===== config.mk =====
export PLATFORM = sky130hd
export DESIGN_NAME = plic_boot_config_flat
export DESIGN_NICKNAME = d
export VERILOG_FILES = /design/src/rtl/plic_boot_config_if.sv /design/src/rtl/plic_boot_config.sv /design/src/flat_wrapper.sv
export SDC_FILE = /design/constraint.sdc
export NUM_CORES = 1
export LEC_CHECK = 0
export CORE_MARGIN = 2
export CORE_UTILIZATION = 31
export CTS_BUF_LIST = sky130_fd_sc_hd__clkbuf_16
export CTS_CLUSTER_DIAMETER = 100
export DETAILED_ROUTE_END_ITERATION = 10
export PLACE_DENSITY = 0.95
export SETUP_SLACK_MARGIN = 0.05
export SLEW_MARGIN = 10
export SYNTH_ARGS = -nofsm -noshare
export SYNTH_HDL_FRONTEND = slang
export SYNTH_SLANG_ARGS = --single-unit

===== constraint.sdc =====
create_clock -name aclk -period 3.7 [get_ports aclk]
set_input_delay 0.925 -clock aclk [delete_from_list [all_inputs] [get_ports aclk]]
set_output_delay 0.925 -clock aclk [all_outputs]
set_load 0.02 [all_outputs]

===== src/rtl/plic_boot_config_if.sv =====
// AXI4 write-master bundle between the PLIC boot sequencer and the PLIC slave port.
// The read channel is reduced to the two tie-off signals the sequencer drives.
interface plic_boot_config_if #(
   parameter int AXI_ID_WIDTH   = 10,
   parameter int AXI_ADDR_WIDTH = 64,
   parameter int AXI_DATA_WIDTH = 64
);
   logic [AXI_ID_WIDTH-1:0]     awid;
   logic [AXI_ADDR_WIDTH-1:0]   awaddr;
   logic [7:0]                  awlen;
   logic [2:0]                  awsize;
   logic [1:0]                  awburst;
   logic                        awvalid;
   logic                        awready;
   logic [AXI_DATA_WIDTH-1:0]   wdata;
   logic [AXI_DATA_WIDTH/8-1:0] wstrb;
   logic                        wlast;
   logic                        wvalid;
   logic                        wready;
   logic [AXI_ID_WIDTH-1:0]     bid;
   logic [1:0]                  bresp;
   logic                        bvalid;
   logic                        bready;
   logic                        arvalid;
   logic                        rready;

   modport master (
      output awid, awaddr, awlen, awsize, awburst, awvalid,
      output wdata, wstrb, wlast, wvalid, bready, arvalid, rready,
      input  awready, wready, bid, bresp, bvalid
   );

   modport slave (
      input  awid, awaddr, awlen, awsize, awburst, awvalid,
      input  wdata, wstrb, wlast, wvalid, bready, arvalid, rready,
      output awready, wready, bid, bresp, bvalid
   );
endinterface


===== src/rtl/plic_boot_config.sv =====
// Boot-time PLIC configuration sequencer: on start, issues one 32-bit AXI write
// per source priority, then threshold + enable per context, one at a time,
// and reports done (and a sticky error if any B response was not OKAY).
module plic_boot_config #(
   parameter int          AXI_ID_WIDTH      = 10,
   parameter int          AXI_ADDR_WIDTH    = 64,
   parameter int          AXI_DATA_WIDTH    = 64,
   parameter int          NUMBER_INTERRUPTS = 4,
   parameter int          NUM_CONTEXTS      = 2,
   parameter logic [63:0] PLIC_BASE         = 64'h0C00_0000,
   parameter logic [31:0] SRC_PRIORITY      = 32'd1
) (
   input  logic               aclk,
   input  logic               areset,
   input  logic               start_i,
   output logic               busy_o,
   output logic               done_o,
   output logic               error_o,
   plic_boot_config_if.master m_axi
);
   localparam int TOTAL = NUMBER_INTERRUPTS + 2 * NUM_CONTEXTS;
   localparam int KW    = $clog2(TOTAL);
   localparam logic [KW-1:0] K_LAST = KW'(TOTAL - 1);
   localparam logic [KW-1:0] K_N    = KW'(NUMBER_INTERRUPTS);
   // Sources 1..N map to enable bits 1..N; bit 0 is the reserved source 0.
   localparam logic [31:0] EN_MASK  = ((32'd1 << NUMBER_INTERRUPTS) - 32'd1) << 1;
   localparam logic [AXI_ADDR_WIDTH-1:0] BASE    = AXI_ADDR_WIDTH'(PLIC_BASE);
   localparam logic [AXI_ADDR_WIDTH-1:0] THR_OFS = AXI_ADDR_WIDTH'(32'h0020_0000);
   localparam logic [AXI_ADDR_WIDTH-1:0] EN_OFS  = AXI_ADDR_WIDTH'(32'h0000_2000);
   localparam logic [AXI_ADDR_WIDTH-1:0] ONE     = AXI_ADDR_WIDTH'(1);

   typedef enum logic [1:0] {S_IDLE, S_ISSUE, S_WAIT_B, S_DONE} state_t;

   state_t                    state_q, state_d;
   logic [KW-1:0]             k_q, k_d;
   logic                      aw_pend_q, aw_pend_d;
   logic                      w_pend_q, w_pend_d;
   logic                      err_q, err_d;
   logic [KW-1:0]             j;
   logic [AXI_ADDR_WIDTH-1:0] addr;
   logic [31:0]               val;
   logic                      unused_bid;

   assign unused_bid = ^m_axi.bid;

   // Write-list decode: address and value depend only on k, so both stay
   // stable for as long as the channel valids are held.
   always_comb begin
      j    = k_q - K_N;
      addr = BASE;
      val  = SRC_PRIORITY;
      if (k_q < K_N) begin
         addr = BASE + ((AXI_ADDR_WIDTH'(k_q) + ONE) << 2);
      end else if (!j[0]) begin
         addr = BASE + THR_OFS + (AXI_ADDR_WIDTH'(j[KW-1:1]) << 12);
         val  = 32'd0;
      end else begin
         addr = BASE + EN_OFS + (AXI_ADDR_WIDTH'(j[KW-1:1]) << 7);
         val  = EN_MASK;
      end
   end

   // State, write index, per-channel pending flags and sticky error.
   always_ff @(posedge aclk) begin
      if (areset) begin
         state_q   <= S_IDLE;
         k_q       <= '0;
         aw_pend_q <= 1'b0;
         w_pend_q  <= 1'b0;
         err_q     <= 1'b0;
      end else begin
         state_q   <= state_d;
         k_q       <= k_d;
         aw_pend_q <= aw_pend_d;
         w_pend_q  <= w_pend_d;
         err_q     <= err_d;
      end
   end

   // Next-state logic; AW and W retire independently, B is awaited only
   // after both have been accepted.
   always_comb begin
      state_d   = state_q;
      k_d       = k_q;
      aw_pend_d = aw_pend_q;
      w_pend_d  = w_pend_q;
      err_d     = err_q;
      case (state_q)
         S_IDLE, S_DONE: begin
            if (start_i) begin
               state_d   = S_ISSUE;
               k_d       = '0;
               err_d     = 1'b0;
               aw_pend_d = 1'b1;
               w_pend_d  = 1'b1;
            end
         end
         S_ISSUE: begin
            aw_pend_d = aw_pend_q & ~m_axi.awready;
            w_pend_d  = w_pend_q & ~m_axi.wready;
            if (!aw_pend_d && !w_pend_d) state_d = S_WAIT_B;
         end
         S_WAIT_B: begin
            if (m_axi.bvalid) begin
               err_d = err_q | (m_axi.bresp != 2'b00);
               if (k_q == K_LAST) begin
                  state_d = S_DONE;
               end else begin
                  state_d   = S_ISSUE;
                  k_d       = k_q + 1'b1;
                  aw_pend_d = 1'b1;
                  w_pend_d  = 1'b1;
               end
            end
         end
         default: state_d = S_IDLE;
      endcase
   end

   assign busy_o  = (state_q == S_ISSUE) || (state_q == S_WAIT_B);
   assign done_o  = (state_q == S_DONE);
   assign error_o = err_q;

   assign m_axi.awid    = AXI_ID_WIDTH'(0);
   assign m_axi.awaddr  = addr;
   assign m_axi.awlen   = 8'd0;
   assign m_axi.awsize  = 3'b010;
   assign m_axi.awburst = 2'b01;
   assign m_axi.awvalid = aw_pend_q;
   assign m_axi.wdata   = AXI_DATA_WIDTH'({val, val});
   assign m_axi.wstrb   = addr[2] ? 8'hF0 : 8'h0F;
   assign m_axi.wlast   = 1'b1;
   assign m_axi.wvalid  = w_pend_q;
   assign m_axi.bready  = (state_q == S_WAIT_B);
   assign m_axi.arvalid = 1'b0;
   assign m_axi.rready  = 1'b1;
endmodule


===== src/flat_wrapper.sv =====
// flat-port wrapper written by rule: the top's interface ports become plain ports
module plic_boot_config_flat 
#(
   parameter int          AXI_ID_WIDTH      = 10,
   parameter int          AXI_ADDR_WIDTH    = 64,
   parameter int          AXI_DATA_WIDTH    = 64,
   parameter int          NUMBER_INTERRUPTS = 4,
   parameter int          NUM_CONTEXTS      = 2,
   parameter logic [63:0] PLIC_BASE         = 64'h0C00_0000,
   parameter logic [31:0] SRC_PRIORITY      = 32'd1
)
  (aclk, areset, start_i, busy_o, done_o, error_o, m_axi_awid, m_axi_awaddr, m_axi_awlen, m_axi_awsize, m_axi_awburst, m_axi_awvalid, m_axi_wdata, m_axi_wstrb, m_axi_wlast, m_axi_wvalid, m_axi_bready, m_axi_arvalid, m_axi_rready, m_axi_awready, m_axi_wready, m_axi_bid, m_axi_bresp, m_axi_bvalid);
  plic_boot_config_if #(.AXI_ID_WIDTH(AXI_ID_WIDTH), .AXI_ADDR_WIDTH(AXI_ADDR_WIDTH), .AXI_DATA_WIDTH(AXI_DATA_WIDTH)) m_axi_i ();
  input  logic aclk;
  input  logic areset;
  input  logic start_i;
  output logic busy_o;
  output logic done_o;
  output logic error_o;
  output wire logic [$bits(m_axi_i.awid)-1:0] m_axi_awid;
  output wire logic [$bits(m_axi_i.awaddr)-1:0] m_axi_awaddr;
  output wire logic [$bits(m_axi_i.awlen)-1:0] m_axi_awlen;
  output wire logic [$bits(m_axi_i.awsize)-1:0] m_axi_awsize;
  output wire logic [$bits(m_axi_i.awburst)-1:0] m_axi_awburst;
  output wire logic [$bits(m_axi_i.awvalid)-1:0] m_axi_awvalid;
  output wire logic [$bits(m_axi_i.wdata)-1:0] m_axi_wdata;
  output wire logic [$bits(m_axi_i.wstrb)-1:0] m_axi_wstrb;
  output wire logic [$bits(m_axi_i.wlast)-1:0] m_axi_wlast;
  output wire logic [$bits(m_axi_i.wvalid)-1:0] m_axi_wvalid;
  output wire logic [$bits(m_axi_i.bready)-1:0] m_axi_bready;
  output wire logic [$bits(m_axi_i.arvalid)-1:0] m_axi_arvalid;
  output wire logic [$bits(m_axi_i.rready)-1:0] m_axi_rready;
  input wire logic [$bits(m_axi_i.awready)-1:0] m_axi_awready;
  input wire logic [$bits(m_axi_i.wready)-1:0] m_axi_wready;
  input wire logic [$bits(m_axi_i.bid)-1:0] m_axi_bid;
  input wire logic [$bits(m_axi_i.bresp)-1:0] m_axi_bresp;
  input wire logic [$bits(m_axi_i.bvalid)-1:0] m_axi_bvalid;
  assign m_axi_awid = m_axi_i.awid;
  assign m_axi_awaddr = m_axi_i.awaddr;
  assign m_axi_awlen = m_axi_i.awlen;
  assign m_axi_awsize = m_axi_i.awsize;
  assign m_axi_awburst = m_axi_i.awburst;
  assign m_axi_awvalid = m_axi_i.awvalid;
  assign m_axi_wdata = m_axi_i.wdata;
  assign m_axi_wstrb = m_axi_i.wstrb;
  assign m_axi_wlast = m_axi_i.wlast;
  assign m_axi_wvalid = m_axi_i.wvalid;
  assign m_axi_bready = m_axi_i.bready;
  assign m_axi_arvalid = m_axi_i.arvalid;
  assign m_axi_rready = m_axi_i.rready;
  assign m_axi_i.awready = m_axi_awready;
  assign m_axi_i.wready = m_axi_wready;
  assign m_axi_i.bid = m_axi_bid;
  assign m_axi_i.bresp = m_axi_bresp;
  assign m_axi_i.bvalid = m_axi_bvalid;
  plic_boot_config #(.AXI_ID_WIDTH(AXI_ID_WIDTH), .AXI_ADDR_WIDTH(AXI_ADDR_WIDTH), .AXI_DATA_WIDTH(AXI_DATA_WIDTH), .NUMBER_INTERRUPTS(NUMBER_INTERRUPTS), .NUM_CONTEXTS(NUM_CONTEXTS), .PLIC_BASE(PLIC_BASE), .SRC_PRIORITY(SRC_PRIORITY)) u_core (.aclk(aclk), .areset(areset), .start_i(start_i), .busy_o(busy_o), .done_o(done_o), .error_o(error_o), .m_axi(m_axi_i));
endmodule

==> impl_metrics.tcl, run 1 <==
set metrics [dict create \
    multi_input_area_um2 853.3 \
    vias_per_cell 3.029 \
    pin_count 186 \
    fmax_mhz 358.9 \
    fin_nets 272 \
    netlist_area_um2 1700 \
    vdd_drop_max_v 0.0001138 \
    wirelength_um 2398 \
    slowest_stage "clkdlybuf4s50_1" \
    dr.pass1.iters 3 \
    cp_max_fo 9 \
    p_int_uw 271.0 \
    critPathLaunchType "flop" \
    die_y_um 78.06 \
    core_um2 5205 \
    dr.first_iter.drc_count 38 \
    gp_congestion 0.7246 \
    overflow 0 \
    grt_max_degree 10 \
    power.switching_uw 213.2 \
    drive_gt1_share_pct 2.469 \
    grt_pass1_vias 621 \
    cts_num_sinks 8 \
    outcome "complete, no violations" \
    area_delta_synth_final_pct -6.475 \
    num_vias 948 \
    clock_latency_ns 0.23 \
    post-cts-setup-buffers 0 \
    pwr-share-seq_pct 20.3 \
    htreeDepth 1 \
    path_class "flop to output pin" \
    critical-path-max-stage-delay_ns 0.70 \
    hp-start "u_core.m_axi.wvalid" \
    wl_per_cell_um 7.661 \
    cts_root_buf "clkbuf_16" \
    yosys.area_share.adder_pct 6.623 \
    tns_ns 0 \
    holdPathStages 2 \
    hold_class "flop to flop" \
    hold_end "u_core.m_axi.wvalid" \
    fill_cells 584 \
    skew_ns 0.003394 \
    required_ns 2.77 \
    p_sw_share_pct 44.03 \
    combinationalPowerShare_pct 42.5 \
    r2r-start "u_core.state_q[0]" \
    die_x_um 78.06 \
    start_util_pct 32.67 \
    synth.distinct_cells 23 \
    clockPowerShare_pct 37.2 \
    dp_cells 310 \
    synth-compound-area-share_pct 5.445 \
    antenna_cells 0 \
    timing.hold.ws_ns 0.4945 \
    fin_crit_sh_pct 75.31 \
    rrSetupSlack_ns 2.06 \
    syn_avg_cell_area_um2 7.659 \
    cp-end-kind "output pin" \
    antenna_found_initial 0 \
    grt_pass1_wl_um 2760 \
    hold_buffers 0 \
    drv_cap 0 \
    synth_top_family_by_area "buffers and inverters" \
    hpwl_um 2167 \
    num_rows 26 \
    grt_setup_unrepaired "no" \
    portBuffers 38 \
    cts_buffer_depth 2 \
    ctsResizeCount 0 \
    drv_slew 0 \
    synthSimpleGateAreaFrac_pct 5.445 \
    crit_chain "inv_1, nor2_1, clkdlybuf4s50_1" \
    p_per_area_nw_per_um2 304.5 \
    power_leakage_nw 0.8851 \
    dieArea_um2 6093 \
    reg2reg_depth 6 \
    setup_viol 0 \
    synthMuxAreaShare_pct 2.428 \
    drc_errors 0 \
    grt_util_all_layers_pct 6.061 \
    finalNonFillerCells 313 \
    yosysWarnings 0 \
    cp.arrival_ns 1.86 \
    yosysSeqAreaShare_pct 9.419 \
    postRouteAntennaNets 0 \
    path_clk_slew_ns 0.04 \
    finalHoldViolCount 0 \
    synth_xor_area_share_pct 0 \
    fin_crit_ns 2.787 \
    regArea_um2 160.2 \
    syn_inst 222 \
    cts_tree "built" \
    ys_ff_latch 8 \
    regToRegEndpoint "u_core.state_q[1]" \
    cts_buffers 3 \
]
## through the flow
| step | setup WS [ns] | cell area [um^2] | total power, mW | utilization (%) |
|---|---|---|---|---|
| 2_1_floorplan | 1.480 | 2207 | 0.3808 | - |
| 3_3_place_gp | 1.173 | 1515 | 0.2988 | 29.11 |
| 3_5_place_dp | 1.116 | 1515 | 0.3028 | 29.11 |
| 4_1_cts | 0.8676 | 1590 | 0.4843 | 30.55 |
| 5_1_grt | 0.7531 | 1590 | 0.5069 | 30.55 |
| 6_report | 0.9135 | 1590 | 0.4842 | 30.55 |
## worst max path at each step
stage	startpoint	to	slack, ns
final	u_core.k_q[2]	m_axi_wdata[4]	0.91
after global routing	u_core.k_q[2]	m_axi_wdata[4]	0.75
after CTS	u_core.k_q[2]	m_axi_wdata[4]	0.87
after detailed placement	u_core.k_q[2]	m_axi_wdata[4]	1.12
after global placement	u_core.k_q[2]	m_axi_awaddr[13]	1.17
after floorplan	u_core.k_q[2]	m_axi_wdata[1]	1.48
## state kept, by name, indices dropped and copies added (netlist names)
name and flops:
u_core.error_o 1, u_core.k_q 3, u_core.m_axi.awvalid 1, u_core.m_axi.wvalid 1, u_core.state_q 2
## layout make-up
class                           instances  share of cell area [%]
Multi-Input combinational cell        185                   53.66
Timing Repair Buffer                   38                   23.92
Sequential cell                         8                   10.07
Tap cell                               70                   5.507
Clock buffer                            3                   4.721
Inverter                                9                   2.124
## critical path, delay by kind of cell (launching register included)
kind | cells | cell delay [ns]
buf+inv | 2 | 0.84
simple gates | 1 | 0.40
flops | 1 | 0.39
## routing by layer
layer  up-vias  wire length, um  GRT usage, %
met5         -                0             0
met3         2              433         3.218
met2        93             1324         11.81
met4         0               24         3.158
li1        437                -             -
met1       416              616         4.752
## power groups by stage
stage / Sequential, mW / Clock, mW / Combinational, mW
floorplan: 0.103 / 0 / 0.278
global placement: 0.0991 / 0 / 0.200
detailed placement: 0.100 / 0 / 0.203
CTS: 0.0986 / 0.183 / 0.203
global route: 0.0994 / 0.188 / 0.220
finish: 0.0985 / 0.180 / 0.206
## synthesized netlist by cell type, drive strengths merged
| library cell | number | area (um^2) |
|---|---|---|
| conb | 2 | 7.510 |
| o211a | 1 | 10.01 |
| nor3 | 1 | 5.000 |
| inv | 9 | 33.78 |
| o21ai | 4 | 23.77 |
| a21oi | 8 | 43.79 |
| or2 | 1 | 6.260 |
| mux2i | 3 | 30.03 |
| dfxtp | 8 | 160.2 |
| nand2 | 4 | 15.01 |
| nand2b | 4 | 25.02 |
| a311oi | 1 | 8.760 |
| and2 | 1 | 6.260 |
| nor2 | 8 | 30.03 |
| buf | 155 | 1160 |
| nand3 | 1 | 5.000 |
| mux2 | 1 | 11.26 |
| ha | 9 | 112.6 |
| o22ai | 1 | 6.260 |
## cells by family after synthesis
group / Yosys count
DFF: 8
and+or+nand+nor: 20
muxes: 4
buffers and inverters: 164
adders and majority gates: 9
other: 2
AOI/OAI and AO/OA: 15
## cells in the final DEF (no fill, tap or decap), types with 3 or more instances in the layout
master	count
a21oi_1	7
clkbuf_16	3
clkdlybuf4s50_1	38
conb_1	137
dfxtp_1	8
ha_1	9
inv_1	8
mux2i_1	3
nand2_1	4
nand2b_1	4
nor2_1	8
o21ai_0	3
Note: power is estimated with default switching activity, not from simulation.
==> inputs of run 2 (changes only) <==
--- a/config.mk
+++ b/config.mk
@@ -6,11 +6,11 @@
 export NUM_CORES = 1
 export LEC_CHECK = 0
 export CORE_MARGIN = 2
-export CORE_UTILIZATION = 31
+export CORE_UTILIZATION = 26
 export CTS_BUF_LIST = sky130_fd_sc_hd__clkbuf_16
 export CTS_CLUSTER_DIAMETER = 100
 export DETAILED_ROUTE_END_ITERATION = 10
-export PLACE_DENSITY = 0.95
+export PLACE_DENSITY = 0.9
 export SETUP_SLACK_MARGIN = 0.05
 export SLEW_MARGIN = 10
 export SYNTH_ARGS = -nofsm -noshare
==> constraint.sdc (replaced) <==
create_clock -name aclk -period 2.5 [get_ports aclk]
set_input_delay 0.625 -clock aclk [delete_from_list [all_inputs] [get_ports aclk]]
set_output_delay 0.625 -clock aclk [all_outputs]
set_load 0.02 [all_outputs]
==> run 2 against run 1 <==
Final area grew 1.3%. Worst setup slack lost 0.78 ns. Non-clock buffer count grew 1. Critical path depth grew 1. Sequential cell count is the same. Clock-buffer cell count is the same. Clock power grew 47%. Sequential power grew 49%. Wire length shrank 0.96%. Largest power group unchanged.
==> impl_metrics.tcl, run 2 (synthesis gave the netlist of run 1 again) <==
set metrics [dict create \
    postRouteAntennaNets 0 \
    crit_path_end "m_axi_awaddr[3]" \
    start_util_pct 26.78 \
    final_common_cell "conb_1" \
    path_clk_slew_ns 0.04 \
    largest_reg_flops 3 \
    area_delta_synth_final_pct -5.224 \
    top_regs "u_core.k_q x3, u_core.state_q x2" \
    hold_class "flop to flop" \
    clock_latency_ns 0.23 \
    outcome "complete, no violations" \
    dieArea_um2 7203 \
    dr.pass1.iters 4 \
    path_class "flop to output pin" \
    critPathLaunchType "flop" \
    drive_gt1_share_pct 2.869 \
    overflow 0 \
    num_vias 958 \
    antenna_cells 0 \
    timing.hold.ws_ns 0.5146 \
    cp.arrival_ns 1.75 \
    top_register "u_core.k_q" \
    antenna_found_initial 0 \
    tns_ns 0 \
    cts_tree "built" \
    setup_viol 0 \
    vias_per_cell 2.984 \
    cts_root_buf "clkbuf_16" \
    gp_congestion 0.6851 \
    die_x_um 84.87 \
    wirelength_um 2375 \
    rrSetupSlack_ns 0.84 \
    htreeDepth 1 \
    drv_slew 0 \
    cts_buffers 3 \
    drc_errors 0 \
    finalNonFillerCells 321 \
    skew_ns 0.002218 \
    vdd_drop_max_v 0.0004111 \
    num_rows 29 \
    p_per_area_nw_per_um2 444.9 \
    required_ns 1.88 \
    crit_start "u_core.k_q[0]" \
    cts_buffer_depth 2 \
    grt_util_all_layers_pct 5.526 \
    fin_crit_sh_pct 94.85 \
    regToRegEndpoint "u_core.state_q[1]" \
    finalHoldViolCount 0 \
    grt_max_degree 10 \
    fin_nets 273 \
    portBuffers 38 \
    reg2reg_depth 6 \
    fmax_mhz 421.7 \
    cts_num_sinks 8 \
    hpwl_um 2144 \
    core_um2 6350 \
    mostFrequentLayoutCells "conb_1, clkdlybuf4s50_1, ha_1" \
    power_leakage_nw 0.9226 \
    dp_cells 318 \
    fin_crit_ns 2.371 \
    dr.first_iter.drc_count 13 \
    pin_count 186 \
    grt_pass1_wl_um 3132 \
    r2r-start "u_core.state_q[0]" \
    cp-end-kind "output pin" \
    grt_pass1_vias 642 \
    post-cts-setup-buffers 0 \
    cp_max_fo 4 \
    drv_cap 0 \
    grt_setup_unrepaired "no" \
    wl_per_cell_um 7.399 \
    die_y_um 84.87 \
]
==> run 2: cell types whose count changed in the layout (fill, tap and decap cells not counted), sizes merged <==
cell | previous run | this run
buf | 0 | 1
clkdlybuf4s50 | 38 | 36
dlymetal6s2s | 0 | 2
==> run 2: layer usage <==
layer,track usage [%],vias up,routed length [um]
li1,-,438,-
met1,5.716,422,750
met2,10.67,98,1276
met3,2.140,0,348
met4,0.8658,0,0
met5,0,-,0
==> run 2: critical path, cell delays in order (launching register included) <==
cell             delay [ns]
dfxtp_1                0.37
inv_1                  0.11
ha_1                   0.32
nor2_1                 0.10
clkdlybuf4s50_1        0.62
==> run 2: how the worst min path moves through the flow <==
stage,startpoint,endpoint,slack [ns],cells after the start
6_report,u_core.m_axi.awvalid,u_core.m_axi.awvalid,0.51,2
3_3_place_gp,u_core.m_axi.wvalid,u_core.m_axi.wvalid,0.49,2
2_1_floorplan,u_core.k_q[0],u_core.k_q[0],0.48,2
5_1_grt,u_core.m_axi.wvalid,u_core.m_axi.wvalid,0.54,2
3_5_place_dp,u_core.error_o,u_core.error_o,0.50,2
4_1_cts,u_core.error_o,u_core.error_o,0.51,2
==> run 2: stage by stage <==
step / utilization [%] / instance area [um^2] / total power, mW / setup slack (ns)
detailed placement: 24.12 / 1531 / 0.4503 / 0.3469
floorplan: - / 2207 / 0.5635 / 0.5805
global placement: 24.12 / 1531 / 0.4435 / 0.3889
CTS: 25.30 / 1607 / 0.7187 / 0.09999
global route: 25.38 / 1612 / 0.7531 / 0.06119
finish: 25.38 / 1612 / 0.7170 / 0.1287
==> run 2: timing repair <==
action,in CTS,in global routing
hold buffers,0,0
resized for setup,0,2
setup endpoints to repair,0,2
==> run 2: layout make-up <==
class / instances / area (um^2)
repair buffers: 39 / 392.9
clock buffers: 3 / 75.07
well taps: 77 / 96.34
fillers: 703 / 4738
multi-input cells: 185 / 853.3
flip-flops and latches: 8 / 160.2
inverters: 9 / 33.78
==> run 2: power by group <==
| group | total [mW] | switching, mW | internal [mW] |
|---|---|---|---|
| registers | 0.147 | 0.00887 | 0.138 |
| clock network | 0.265 | 0.0594 | 0.206 |
| logic | 0.305 | 0.248 | 0.0565 |
| total | 0.717 | 0.317 | 0.400 |
==> inputs of run 3 (changes only) <==
--- a/config.mk
+++ b/config.mk
@@ -5,6 +5,7 @@
 export SDC_FILE = /design/constraint.sdc
 export NUM_CORES = 1
 export LEC_CHECK = 0
+export ABC_CLOCK_PERIOD_IN_PS = 2500
 export CORE_MARGIN = 2
 export CORE_UTILIZATION = 26
 export CTS_BUF_LIST = sky130_fd_sc_hd__clkbuf_16
@@ -16,3 +17,4 @@
 export SYNTH_ARGS = -nofsm -noshare
 export SYNTH_HDL_FRONTEND = slang
 export SYNTH_SLANG_ARGS = --single-unit
+export TNS_END_PERCENT = 10
==> run 3 against run 2 <==
Maximum frequency is the same. Worst setup slack is the same. First-iteration DRC count is the same. Total power grew 0.11%. Die area is the same. Clock power is essentially flat. Clock-buffer cell count is the same. Combinational power is essentially flat. Wire length is essentially flat. Hold slack is the same. Critical path depth is the same. Critical endpoint unchanged. Largest cell class unchanged. Largest power group unchanged. Highest routed layer unchanged.
==> impl_metrics.tcl, run 3 (synthesis gave the netlist of run 1 again) <==
set metrics [dict create \
    outcome "complete, no violations" \
    vdd_drop_max_v 0.0004111 \
    critical-path-max-stage-delay_ns 0.62 \
    clock_latency_ns 0.23 \
    hpwl_um 2144 \
    tns_ns 0 \
    holdPathStages 2 \
    start_util_pct 26.78 \
    p_per_area_nw_per_um2 446.1 \
    required_ns 1.88 \
    regToRegEndpoint "u_core.state_q[1]" \
    top_register "u_core.k_q" \
    antenna_cells 0 \
    rrSetupSlack_ns 0.84 \
    die_x_um 84.87 \
    drv_slew 0 \
    cts_buffers 3 \
    cp-end-kind "output pin" \
    drc_errors 0 \
    combinationalPowerShare_pct 42.6 \
    grt_pass1_vias 642 \
    final_common_cell "conb_1" \
    grt_max_degree 10 \
    num_rows 29 \
    cp_max_fo 4 \
    largest_reg_flops 3 \
    grt_setup_unrepaired "yes" \
    cts_root_buf "clkbuf_16" \
    skew_ns 0.002218 \
    die_y_um 84.87 \
    hold_class "flop to flop" \
    r2r-start "u_core.state_q[0]" \
    hp-start "u_core.m_axi.awvalid" \
    clockPowerShare_pct 37.0 \
    setup_viol 0 \
    finalNonFillerCells 321 \
    p_total_uw 717.7 \
    num_vias 958 \
    pin_count 186 \
    power_leakage_nw 0.9093 \
    cp.arrival_ns 1.75 \
    antenna_found_initial 0 \
    post-cts-setup-buffers 0 \
    wl_per_cell_um 7.393 \
    fin_util_pct 25.34 \
    dr.pass1.iters 4 \
    crit_chain "inv_1, ha_1, nor2_1, clkdlybuf4s50_1" \
    area_delta_synth_final_pct -5.372 \
    cts_buffer_depth 2 \
    mostFrequentLayoutCells "conb_1, clkdlybuf4s50_1, ha_1" \
    cts_tree "built" \
    p_int_uw 401.1 \
    wirelength_um 2373 \
    reg2reg_depth 6 \
    postRouteAntennaNets 0 \
    cts_num_sinks 8 \
    fin_crit_sh_pct 94.85 \
    portBuffers 38 \
    dr.first_iter.drc_count 13 \
    fin_nets 273 \
    path_clk_slew_ns 0.04 \
    dp_cells 318 \
    fmax_mhz 421.7 \
    top_regs "u_core.k_q x3, u_core.state_q x2" \
    drive_gt1_share_pct 2.869 \
    overflow 0 \
    gp_congestion 0.6851 \
    p_sw_share_pct 44.12 \
    fin_crit_ns 2.371 \
    htreeDepth 1 \
    drv_cap 0 \
    core_um2 6350 \
    hold_end "u_core.m_axi.awvalid" \
    pwr-share-seq_pct 20.5 \
    vias_per_cell 2.984 \
    grt_pass1_wl_um 3132 \
    grt_util_all_layers_pct 5.526 \
    slowest_stage "clkdlybuf4s50_1" \
    power.switching_uw 316.7 \
    timing.hold.ws_ns 0.5146 \
    hold_buffers 0 \
    finalHoldViolCount 0 \
    dieArea_um2 7203 \
    path_class "flop to output pin" \
    critPathLaunchType "flop" \
]
run 3: changes by cell type in the layout (fill, tap and decap cells not counted), sizes merged:
cell / delta
clkdlybuf4s50: +1
dlymetal6s2s: -1
run 3: cell type report:
class | instances | area, um^2
well taps | 77 | 96.34
inverters | 9 | 33.78
fillers | 703 | 4741
flip-flops and latches | 8 | 160.2
repair buffers | 39 | 390.4
multi-input cells | 185 | 853.3
clock buffers | 3 | 75.07
run 3: how the worst max path moves through the flow:
stage / endpoint / depth (start not counted) / startpoint
finish: m_axi_awaddr[3] / 4 / u_core.k_q[0]
global route: busy_o / 4 / u_core.state_q[0]
CTS: busy_o / 4 / u_core.state_q[0]
detailed placement: m_axi_awaddr[3] / 4 / u_core.k_q[0]
global placement: busy_o / 4 / u_core.state_q[0]
floorplan: m_axi_wdata[1] / 3 / u_core.k_q[2]
run 3: timing repair:
action	4_1_cts	5_1_grt
setup endpoints to repair	0	2
gates resized for setup	0	1
endpoints found under the hold margin	0	0
run 3: layer usage:
layer	vias to the layer above	GRT usage [%]	wire (um)
met4	0	0.8658	0
met1	422	5.716	748
met3	0	2.140	348
met5	-	0	0
met2	98	10.67	1276
li1	438	-	-
run 3: worst max-delay path: cells and delay by family (launching register included):
family | cells | cell delay [ns]
buf+inv | 2 | 0.73
flops | 1 | 0.37
fa+ha+maj | 1 | 0.32
simple gates | 1 | 0.10
run 3: power by group through the flow:
stage | clock network [mW] | registers [mW] | logic (mW)
floorplan | 0 | 0.153 | 0.411
global route | 0.277 | 0.148 | 0.328
detailed placement | 0 | 0.149 | 0.302
CTS | 0.269 | 0.147 | 0.303
finish | 0.265 | 0.147 | 0.306
global placement | 0 | 0.147 | 0.296
run 3: metrics by stage:
stage	setup WS [ns]	instance area [um^2]
final	0.1287	1609
after global routing	0.04036	1609
after CTS	0.09999	1607
after detailed placement	0.3469	1531
after global placement	0.3889	1531
after floorplan	0.5805	2207
==> RTL edit, RTL diff (settings of run 1) <==
The 4 states of `state_t` get a one-hot encoding in 4 bits.
--- a/src/rtl/plic_boot_config.sv
+++ b/src/rtl/plic_boot_config.sv
@@ -30,5 +30,5 @@
    localparam logic [AXI_ADDR_WIDTH-1:0] ONE     = AXI_ADDR_WIDTH'(1);
 
-   typedef enum logic [1:0] {S_IDLE, S_ISSUE, S_WAIT_B, S_DONE} state_t;
+   typedef enum logic [3:0] {S_IDLE = 4'b0001, S_ISSUE = 4'b0010, S_WAIT_B = 4'b0100, S_DONE = 4'b1000} state_t;
 
    state_t                    state_q, state_d;
Formal check against the unedited RTL: no difference found for any inputs over 10 cycles, from zero or initial values and one cycle with areset high; not proved beyond that.
==> RTL edit against run 1 <==
Routed wire length grew 3.3%. Setup slack lost 0.24 ns. Synthesized area grew 8.5%. Fmax shrank 7.9%. Largest power group unchanged. Design area grew 7.8%. Power grew 22%. Clock power grew 6%. Sequential cell count grew 2. Combinational power grew 24%. Critical path type unchanged. Non-clock buffer count grew 1.
==> RTL edit: results (changes against run 1) <==
| Item | Reported | Delta |
| --- | --- | --- |
| Largest registers | u_core.state_q: 4 flops, u_core.k_q: 3 flops | was u_core.k_q: 3 flops, u_core.state_q: 2 flops |
| Result of the run | finished, final reports clean | unchanged |
| Slack of the worst reg-to-reg path | 1.97 ns | was 2.06 ns |
| End of the worst register-to-register path | u_core.state_q[2] | was u_core.state_q[1] |
| Depth of the worst register-to-register path | 4 | was 6 |
| Largest net degree at the start of global routing | 12 | was 10 |
| Critical path data arrival time | 2.10 ns | was 1.86 ns |
| Wire length of the first global-routing pass | 3190 microns | was 2760 microns |
| Final Skew | 0.00243 ns | was 0.00339 ns |
| Cell variety after synth | 35 | was 23 |
| Share of layout cells above drive strength 1 | 5.53% | was 2.47% |
| Largest vdd supply drop | 0.226 mV | was 0.114 mV |
| Maximum fanout along the worst path | 10 | was 9 |
| Post-detailed-placement half-perimeter wirelength | 2110 microns | was 2170 microns |
| RePlAce Congestion | 0.696 | was 0.725 |
| Largest stage delay on the critical path | 0.58 ns | was 0.70 ns |
| Initial detailed-routing violation count | 10 | was 38 |
| Drt total wl | 2480 microns | was 2400 microns |
| Number of vias after detailed routing | 1058 | was 948 |
| Leakage power | 0.900 nW | was 0.885 nW |
| Total Routing Usage GR | 6.25% | was 6.06% |
| Synth area leaders | buf_4, dfxtp_1, ha_1 | unchanged |
| Via count of the first global-routing pass | 691 | was 621 |
| Capturing instance or port of the critical path | busy_o | was m_axi_wdata[4] |
| Total of fill cells in the finished design | 629 | was 584 |
## RTL edit: cell types whose count changed after synthesis, moves of 3 or more
cell      before  now
nand2b_1       4    1
mux2i_1        3    0
nand2_1        4   10
o32ai_2        0    3
ha_1           9    4
## RTL edit: stage by stage
stage / std cells / area, sq um / setup WS [ns]
floorplan: 370 / 2350 / 1.42
global placement: 325 / 1640 / 0.989
detailed placement: 325 / 1640 / 0.932
CTS: 328 / 1710 / 0.680
global route: 328 / 1710 / 0.607
finish: 328 / 1710 / 0.675
## RTL edit: final cells by class
| cell class | count | area, sq um | area share [%] |
|---|---|---|---|
| inverters | 8 | 30.0 | 1.75 |
| repair buffers | 39 | 388 | 22.6 |
| well taps | 75 | 93.8 | 5.47 |
| multi-input cells | 193 | 927 | 54.1 |
| clock buffers | 3 | 75.1 | 4.38 |
| flip-flops and latches | 10 | 200 | 11.7 |
## RTL edit: how the worst min path moves through the flow
stage / start / to / slack [ns] / depth (start not counted)
5_1_grt: u_core.m_axi.awvalid / u_core.m_axi.awvalid / 0.51 / 2
3_3_place_gp: u_core.m_axi.wvalid / u_core.m_axi.wvalid / 0.46 / 2
4_1_cts: u_core.m_axi.awvalid / u_core.m_axi.awvalid / 0.47 / 2
6_report: u_core.m_axi.awvalid / u_core.m_axi.awvalid / 0.47 / 2
2_1_floorplan: u_core.k_q[1] / u_core.k_q[1] / 0.47 / 2
3_5_place_dp: u_core.m_axi.awvalid / u_core.m_axi.awvalid / 0.47 / 2
## RTL edit: power by group through the flow
stage               logic (mW)  registers (mW)  clock network (mW)
floorplan                0.332           0.139                   0
global placement         0.246           0.143                   0
detailed placement       0.252           0.145                   0
CTS                      0.252           0.143               0.194
global route             0.279           0.147               0.198
finish                   0.256           0.144               0.191
## RTL edit: logic make-up after synthesis
kind of cell	count (synthesis)	synth area share [%]
compound gates	16	8.34
xor+xnor	2	0.949
fa+ha+maj	4	2.71
buf+inv	167	66.4
flops	10	10.8
other cells	2	0.407
simple gates	34	10.4
## RTL edit: metal layers
layer | track usage, % | routed length [microns] | vias up
met5 | 0 | 0 | -
met4 | 3.56 | 45 | 0
met3 | 1.00 | 354 | 5
met2 | 12.8 | 1360 | 97
met1 | 5.67 | 716 | 465
li1 | - | - | 491
## RTL edit: critical path, delay by kind of cell (launching register included)
kind | cells | cell delay [ns]
buffers and inverters | 2 | 0.70
DFF | 1 | 0.49
and+or+nand+nor | 2 | 0.65
